===== src/rtl/fp_mul_sched_if.sv =====
// Request, multiplier and result signals of the FP multiplier scheduler.
// The slave side is the scheduler; the master side is the surrounding core and multiplier.
interface fp_mul_sched_if #(
  parameter int TAGW = 5
);
  logic            flush;
  logic            req0_valid;
  logic            req0_ready;
  logic [31:0]     req0_a;
  logic [31:0]     req0_b;
  logic [1:0]      req0_rm;
  logic [TAGW-1:0] req0_tag;
  logic            req1_valid;
  logic            req1_ready;
  logic [31:0]     req1_a;
  logic [31:0]     req1_b;
  logic [1:0]      req1_rm;
  logic [TAGW-1:0] req1_tag;
  logic            mul_en;
  logic [31:0]     mul_a;
  logic [31:0]     mul_b;
  logic [1:0]      mul_rm;
  logic [31:0]     mul_s;
  logic            res_valid;
  logic            res_ready;
  logic [31:0]     res_data;
  logic [TAGW-1:0] res_tag;
  logic            res_src;
  logic            busy;

  modport master (
    output flush,
    output req0_valid, req0_a, req0_b, req0_rm, req0_tag,
    input  req0_ready,
    output req1_valid, req1_a, req1_b, req1_rm, req1_tag,
    input  req1_ready,
    input  mul_en, mul_a, mul_b, mul_rm,
    output mul_s,
    input  res_valid, res_data, res_tag, res_src, busy,
    output res_ready
  );

  modport slave (
    input  flush,
    input  req0_valid, req0_a, req0_b, req0_rm, req0_tag,
    output req0_ready,
    input  req1_valid, req1_a, req1_b, req1_rm, req1_tag,
    output req1_ready,
    output mul_en, mul_a, mul_b, mul_rm,
    input  mul_s,
    output res_valid, res_data, res_tag, res_src, busy,
    input  res_ready
  );
endinterface


===== src/rtl/fp_mul_sched.sv =====
// Two-requester round-robin issue scheduler for a shared DEPTH-stage FP multiplier.
// Carries valid/tag/source sideband in lockstep with the multiplier pipe.
module fp_mul_sched #(
  parameter int DEPTH = 3,
  parameter int TAGW  = 5
) (
  input  logic         clk,
  input  logic         rst,
  fp_mul_sched_if.slave io_bus
);

  logic [DEPTH:1]  r_v;
  logic [DEPTH:1]  r_src;
  logic [TAGW-1:0] r_tag [1:DEPTH];
  logic            r_ptr;
  logic [31:0]     r_a;
  logic [31:0]     r_b;
  logic [1:0]      r_rm;

  logic            w_advance;
  logic            w_open;
  logic            w_grant0;
  logic            w_grant1;
  logic            w_ready0;
  logic            w_ready1;
  logic            w_issue;
  logic [31:0]     w_mul_a;
  logic [31:0]     w_mul_b;
  logic [1:0]      w_mul_rm;
  logic [TAGW-1:0] w_tag;

  // r_ptr names the requester granted last; the other one wins a tie.
  assign w_advance = ~r_v[DEPTH] | io_bus.res_ready;
  assign w_grant0  = io_bus.req0_valid & (~io_bus.req1_valid | r_ptr);
  assign w_grant1  = io_bus.req1_valid & (~io_bus.req0_valid | ~r_ptr);
  assign w_open    = w_advance & ~io_bus.flush & ~rst;
  assign w_ready0  = w_open & w_grant0;
  assign w_ready1  = w_open & w_grant1;
  assign w_issue   = w_ready0 | w_ready1;

  // NOTE: every output of a combinational block gets a default first so no latch is inferred.
  always_comb begin
    w_mul_a  = r_a;
    w_mul_b  = r_b;
    w_mul_rm = r_rm;
    w_tag    = io_bus.req0_tag;
    if (w_ready1) begin
      w_mul_a  = io_bus.req1_a;
      w_mul_b  = io_bus.req1_b;
      w_mul_rm = io_bus.req1_rm;
      w_tag    = io_bus.req1_tag;
    end else if (w_ready0) begin
      w_mul_a  = io_bus.req0_a;
      w_mul_b  = io_bus.req0_b;
      w_mul_rm = io_bus.req0_rm;
    end
  end

  // NOTE: sequential state uses non-blocking assignments so every stage samples pre-edge values.
  always_ff @(posedge clk or posedge rst) begin
    if (rst) begin
      r_v   <= '0;
      r_src <= '0;
      for (int k = 1; k <= DEPTH; k++) r_tag[k] <= '0;
    end else if (io_bus.flush) begin
      r_v <= '0;
    end else if (w_advance) begin
      r_v[1]   <= w_issue;
      r_src[1] <= w_ready1;
      r_tag[1] <= w_tag;
      for (int k = 2; k <= DEPTH; k++) begin
        r_v[k]   <= r_v[k-1];
        r_src[k] <= r_src[k-1];
        r_tag[k] <= r_tag[k-1];
      end
    end
  end

  // Last issued operands are held so the multiplier input stays stable across stalls.
  always_ff @(posedge clk or posedge rst) begin
    if (rst) begin
      r_ptr <= 1'b1;
      r_a   <= '0;
      r_b   <= '0;
      r_rm  <= '0;
    end else if (w_issue) begin
      r_ptr <= w_ready1;
      r_a   <= w_mul_a;
      r_b   <= w_mul_b;
      r_rm  <= w_mul_rm;
    end
  end

  assign io_bus.req0_ready = w_ready0;
  assign io_bus.req1_ready = w_ready1;
  assign io_bus.mul_en     = w_advance;
  assign io_bus.mul_a      = w_mul_a;
  assign io_bus.mul_b      = w_mul_b;
  assign io_bus.mul_rm     = w_mul_rm;
  assign io_bus.res_valid  = r_v[DEPTH];
  assign io_bus.res_data   = io_bus.mul_s;
  assign io_bus.res_tag    = r_tag[DEPTH];
  assign io_bus.res_src    = r_src[DEPTH];
  assign io_bus.busy       = |r_v;

endmodule

===== src/flat_wrapper.sv =====
// flat-port wrapper written by rule: the top's interface ports become plain ports
module fp_mul_sched_flat 
#(
  parameter int DEPTH = 3,
  parameter int TAGW  = 5
)
  (clk, rst, io_bus_flush, io_bus_req0_valid, io_bus_req0_a, io_bus_req0_b, io_bus_req0_rm, io_bus_req0_tag, io_bus_req0_ready, io_bus_req1_valid, io_bus_req1_a, io_bus_req1_b, io_bus_req1_rm, io_bus_req1_tag, io_bus_req1_ready, io_bus_mul_en, io_bus_mul_a, io_bus_mul_b, io_bus_mul_rm, io_bus_mul_s, io_bus_res_valid, io_bus_res_data, io_bus_res_tag, io_bus_res_src, io_bus_busy, io_bus_res_ready);
  fp_mul_sched_if #(.TAGW(TAGW)) io_bus_i ();
  input  logic clk;
  input  logic rst;
  input wire logic [$bits(io_bus_i.flush)-1:0] io_bus_flush;
  input wire logic [$bits(io_bus_i.req0_valid)-1:0] io_bus_req0_valid;
  input wire logic [$bits(io_bus_i.req0_a)-1:0] io_bus_req0_a;
  input wire logic [$bits(io_bus_i.req0_b)-1:0] io_bus_req0_b;
  input wire logic [$bits(io_bus_i.req0_rm)-1:0] io_bus_req0_rm;
  input wire logic [$bits(io_bus_i.req0_tag)-1:0] io_bus_req0_tag;
  output wire logic [$bits(io_bus_i.req0_ready)-1:0] io_bus_req0_ready;
  input wire logic [$bits(io_bus_i.req1_valid)-1:0] io_bus_req1_valid;
  input wire logic [$bits(io_bus_i.req1_a)-1:0] io_bus_req1_a;
  input wire logic [$bits(io_bus_i.req1_b)-1:0] io_bus_req1_b;
  input wire logic [$bits(io_bus_i.req1_rm)-1:0] io_bus_req1_rm;
  input wire logic [$bits(io_bus_i.req1_tag)-1:0] io_bus_req1_tag;
  output wire logic [$bits(io_bus_i.req1_ready)-1:0] io_bus_req1_ready;
  output wire logic [$bits(io_bus_i.mul_en)-1:0] io_bus_mul_en;
  output wire logic [$bits(io_bus_i.mul_a)-1:0] io_bus_mul_a;
  output wire logic [$bits(io_bus_i.mul_b)-1:0] io_bus_mul_b;
  output wire logic [$bits(io_bus_i.mul_rm)-1:0] io_bus_mul_rm;
  input wire logic [$bits(io_bus_i.mul_s)-1:0] io_bus_mul_s;
  output wire logic [$bits(io_bus_i.res_valid)-1:0] io_bus_res_valid;
  output wire logic [$bits(io_bus_i.res_data)-1:0] io_bus_res_data;
  output wire logic [$bits(io_bus_i.res_tag)-1:0] io_bus_res_tag;
  output wire logic [$bits(io_bus_i.res_src)-1:0] io_bus_res_src;
  output wire logic [$bits(io_bus_i.busy)-1:0] io_bus_busy;
  input wire logic [$bits(io_bus_i.res_ready)-1:0] io_bus_res_ready;
  assign io_bus_i.flush = io_bus_flush;
  assign io_bus_i.req0_valid = io_bus_req0_valid;
  assign io_bus_i.req0_a = io_bus_req0_a;
  assign io_bus_i.req0_b = io_bus_req0_b;
  assign io_bus_i.req0_rm = io_bus_req0_rm;
  assign io_bus_i.req0_tag = io_bus_req0_tag;
  assign io_bus_req0_ready = io_bus_i.req0_ready;
  assign io_bus_i.req1_valid = io_bus_req1_valid;
  assign io_bus_i.req1_a = io_bus_req1_a;
  assign io_bus_i.req1_b = io_bus_req1_b;
  assign io_bus_i.req1_rm = io_bus_req1_rm;
  assign io_bus_i.req1_tag = io_bus_req1_tag;
  assign io_bus_req1_ready = io_bus_i.req1_ready;
  assign io_bus_mul_en = io_bus_i.mul_en;
  assign io_bus_mul_a = io_bus_i.mul_a;
  assign io_bus_mul_b = io_bus_i.mul_b;
  assign io_bus_mul_rm = io_bus_i.mul_rm;
  assign io_bus_i.mul_s = io_bus_mul_s;
  assign io_bus_res_valid = io_bus_i.res_valid;
  assign io_bus_res_data = io_bus_i.res_data;
  assign io_bus_res_tag = io_bus_i.res_tag;
  assign io_bus_res_src = io_bus_i.res_src;
  assign io_bus_busy = io_bus_i.busy;
  assign io_bus_i.res_ready = io_bus_res_ready;
  fp_mul_sched #(.DEPTH(DEPTH), .TAGW(TAGW)) u_core (.clk(clk), .rst(rst), .io_bus(io_bus_i));
endmodule

===== config.mk =====
export PLATFORM = sky130hd
export DESIGN_NAME = fp_mul_sched_flat
export DESIGN_NICKNAME = d
export VERILOG_FILES = /design/src/rtl/fp_mul_sched_if.sv /design/src/rtl/fp_mul_sched.sv /design/src/flat_wrapper.sv
export SDC_FILE = /design/constraint.sdc
export NUM_CORES = 1
export LEC_CHECK = 0
export ABC_AREA = 1
export CELL_PAD_IN_SITES_DETAIL_PLACEMENT = 1
export CELL_PAD_IN_SITES_GLOBAL_PLACEMENT = 2
export CORE_ASPECT_RATIO = 0.5
export CORE_MARGIN = 2
export CORE_UTILIZATION = 19
export CTS_BUF_LIST = sky130_fd_sc_hd__clkbuf_4
export CTS_CLUSTER_SIZE = 8
export DETAILED_ROUTE_END_ITERATION = 8
export GPL_TIMING_DRIVEN = 0
export PLACE_DENSITY_LB_ADDON = 0.08
export SLEW_MARGIN = 10
export SYNTH_ARGS = -nofsm -noshare
export SYNTH_HDL_FRONTEND = slang
export SYNTH_SLANG_ARGS = --single-unit

===== constraint.sdc =====
create_clock -name clk -period 4.26 [get_ports clk]
set_clock_uncertainty 0.1 [all_clocks]
set_input_delay 0.426 -clock clk [delete_from_list [all_inputs] [get_ports clk]]
set_output_delay 0.426 -clock clk [all_outputs]
set_load 0.005 [all_outputs]

==> results.txt <==
- Result of the run: completed
- Vias in the first global route: 5036
- The path class of the tightest hold or removal check is in -> async.
- The share of total power dissipated in combinational logic is 0.374.
- Final setup violating endpoints: 0
- Entering global routing, the biggest net connects 58 pins.
- Clock network power share: 0.197
* NumNets Final: 1015
- Placeable core area: 22900 um^2
* Setup crit end: io_bus_mul_b[25]
- Of the total power, registers draw 0.430.
* Number of design rule violations left after detail routing: 0
* Clock period minus worst slack: 3720 ps
- Average vias per placed instance: 4.09
- Share of the synthesized area in the top cell type: 0.489
* Count of endpoints failing hold in the final timing report: 0
* Number of non-filler instances in the completed layout: 1146
- Top post-synthesis cells by area: sky130_fd_sc_hd__dfrtp_1 (49%), sky130_fd_sc_hd__nand2_1 (19%), sky130_fd_sc_hd__nand3_1 (16%), sky130_fd_sc_hd__buf_4 (7.1%), sky130_fd_sc_hd__buf_2 (1.8%)
- Mean instance size in the synthesized netlist: 7.85 um^2
- First drt pass iteration count: 4
- In the global route stage, overall resource usage came out at 0.143.
* Nature of the critical path endpoint: output pin
* Multi-input combinational cell area: 1740 um^2
* Top achievable clock speed: 269 MHz
* Net switching share of the total power: 0.293
* Grt total ovfl: 0
- Category of the worst setup path launch point: input port
- Synthesis inferred 88 register bits.
- The max-slew violation count was 0.
- The number of nets in the synthesized netlist is 747.
* R2R Path End: u_core.r_tag[14]$_DFFE_PP0P_
* Global-route wire length before repair: 27000 um
* Number of nets still failing antenna checks after routing: 0
- The first routing iteration left 188 violations.
* Cell area after synthesis: 4450 um^2
- Post-CTS timing repair inserted 0 buffers for setup.
- Number of filler cells placed in the layout: 2708
* Detailed-route wire length per cell: 15.1 um
- Distinct cell type count after synthesis: 20
- Remaining max-slew budget at the tightest pin: 0.674
- Count of cells resized by post-cts repair: 0
- The die covers 24700 um^2.
- Counting the buffers created by CTS gives 9.
* I/O pin total: 289
- Clock Pin Slew Worst Setup and Hold Paths: 140 ps
* Worst setup timing slack at the placement stage: 392 ps
- Leaving out fill and tap cells, the most frequent cell in the layout is sky130_fd_sc_hd__clkdlybuf4s50_1.
- The cell count after synthesis came out at 567.
- Unrepaired setup endpoints after global routing: no
* Reported max-cap violation count: 0
- Number of placement rows: 39
* Overall die height: 112 um
- Layout area overhead: 69.8%
- VDD sags by at most 0.113 mV.
- In this run the clock root is driven by a sky130_fd_sc_hd__clkbuf_4.
- Int Power: 0.00171 W
* Max H-tree Level: 3
- For the pin with the worst max-slew slack, the measured transition is 488 ps.
- Counting cells, the worst reg-to-reg path comes to 7.
* Synthesis warning total: 0
- After detailed placement, the design holds a cell count of 1131.
- Leakage dissipation: 3.53 nW
- CTS saw 88 sinks.
* Required arrival time at the worst endpoint: 3730 ps
* GPL Wtd Cong: 0.712
- In this run the horizontal extent of the chip is 220 um.
- Sequential-to-total area share from yosys stat: 0.495
- In the layout the commonest cells are sky130_fd_sc_hd__clkdlybuf4s50_1 (256), sky130_fd_sc_hd__nand2_1 (231), sky130_fd_sc_hd__nand3_1 (138), sky130_fd_sc_hd__dfrtp_1 (87), sky130_fd_sc_hd__buf_4 (42).
* Crit path from: rst
- The clock reaches the later pin of the worst-skew pair after 460 ps.
- The critical path in this run is classified as in -> out.
- Critical path arrival: 3190 ps
- For this configuration, the core starts out at a cell density of 0.194.
* Setup slack, reg-to-reg: 2450 ps
* Final worst-path cycle share: 0.872
- Max Buffers Root-to-Sink: 2
- Crit path max fanout: 57
- For this design the total switching power over the nets is 0.000708 W.
- The final layout contains routed wiring with a total length of 17300 um.
- Via count: 4692
* Detailed Place HPWL: 13500 um
* Worst r2r src: u_core.r_v[3]$_DFFE_PP0P_
* Initial antenna violation count: 2
- Dominant cell type by area after synthesis: sky130_fd_sc_hd__dfrtp_1
- Cell Pwr Density: 320 nW/um^2
* Register area: 2200 um^2
* CTS tree: built
- Post-CTS Hold Buffers: 0
- In the final layout, the share of cells above drive strength 1 is 0.0979.
* Worst Slack Setup Final: 544 ps
- Across all hold checks on the routed design, the worst slack comes to 213 ps.
- In this run the tool buffered the top-level ports with 256 buffer cells.
synthesized netlist by cell type, drive strengths merged:
cell / n
a21boi: 1
nor2b: 1
nor2: 2
nand2: 232
nand3: 139
buf: 61
o22ai: 1
clkbuf: 1
a21oi: 1
dfrtp: 87
o21ai: 15
o21bai: 5
inv: 20
dfstp: 1
layer usage:
metal,GRT usage,part of all wire,up-vias
met5,0,0,-
li1,-,-,2333
met2,0.241,0.49,126
met1,0.181,0.43,2225
met4,0.0268,0.0076,0
met3,0.0461,0.069,8
worst max-delay path, cell delays in order:
cell,delay (ps)
sky130_fd_sc_hd__clkdlybuf4s50_1,470
sky130_fd_sc_hd__inv_6,290
sky130_fd_sc_hd__buf_16,310
sky130_fd_sc_hd__nand3_4,200
sky130_fd_sc_hd__nor2_4,320
sky130_fd_sc_hd__buf_2,320
sky130_fd_sc_hd__nand2_1,110
sky130_fd_sc_hd__nand3_1,130
sky130_fd_sc_hd__clkdlybuf4s50_1,540
worst min-delay path by stage:
stage,startpoint,end
2_1_floorplan,u_core.r_src[2]$_DFFE_PP0P_,u_core.r_src[3]$_DFFE_PP0P_
3_3_place_gp,u_core.r_src[2]$_DFFE_PP0P_,u_core.r_src[3]$_DFFE_PP0P_
3_5_place_dp,u_core.r_a[7]$_DFFE_PP0P_,u_core.r_a[7]$_DFFE_PP0P_
4_1_cts,rst,u_core.r_b[4]$_DFFE_PP0P_
5_1_grt,rst,u_core.r_a[30]$_DFFE_PP0P_
6_report,rst,u_core.r_a[29]$_DFFE_PP0P_
kinds of logic (layout without fill, tap and decap cells):
group	Yosys count	in the layout	synth area share
buf+inv	82	353	0.114
other cells	0	1	0
simple gates	374	374	0.360
compound gates	23	23	0.0304
flops	88	88	0.495
power groups by stage:
| stage | combinational, W | clock (W) | sequential [W] |
|---|---|---|---|
| 5_1_grt | 0.00101 | 0.000548 | 0.00106 |
| 3_3_place_gp | 0.000917 | 0 | 0.00106 |
| 2_1_floorplan | 0.000355 | 0 | 0.00105 |
| 4_1_cts | 0.000932 | 0.000515 | 0.00104 |
| 6_report | 0.000904 | 0.000476 | 0.00104 |
| 3_5_place_dp | 0.000927 | 0 | 0.00106 |
per-stage QoR:
step           area, um^2  TNS, ps   util  power [W]
2_1_floorplan        4450        0      -    0.00140
3_3_place_gp         7400  -323350  0.323    0.00197
3_5_place_dp         7430        0  0.325    0.00198
4_1_cts              7550        0  0.330    0.00249
5_1_grt              7550        0  0.330    0.00262
6_report             7550        0  0.330    0.00242
flip-flops by register name (all words and copies together), names as in the netlist:
signal	flops
u_core.r_ptr	1
u_core.r_rm	2
u_core.r_b	32
u_core.r_v	3
u_core.r_a	32
u_core.io_bus.res_tag	5
u_core.r_src	3
u_core.r_tag	10
final cells by class:
| cell class | instances | share of cell area |
|---|---|---|
| Timing Repair Buffer | 257 | 0.343 |
| Sequential cell | 88 | 0.292 |
| Multi-Input combinational cell | 397 | 0.230 |
| Buffer | 62 | 0.0573 |
| Tap cell | 307 | 0.0509 |
| Inverter | 20 | 0.0106 |
| Clock buffer | 10 | 0.00994 |
| Clock inverter | 4 | 0.00629 |
| Antenna cell | 1 | 0.000331 |
Note: power is estimated with default switching activity, not from simulation.
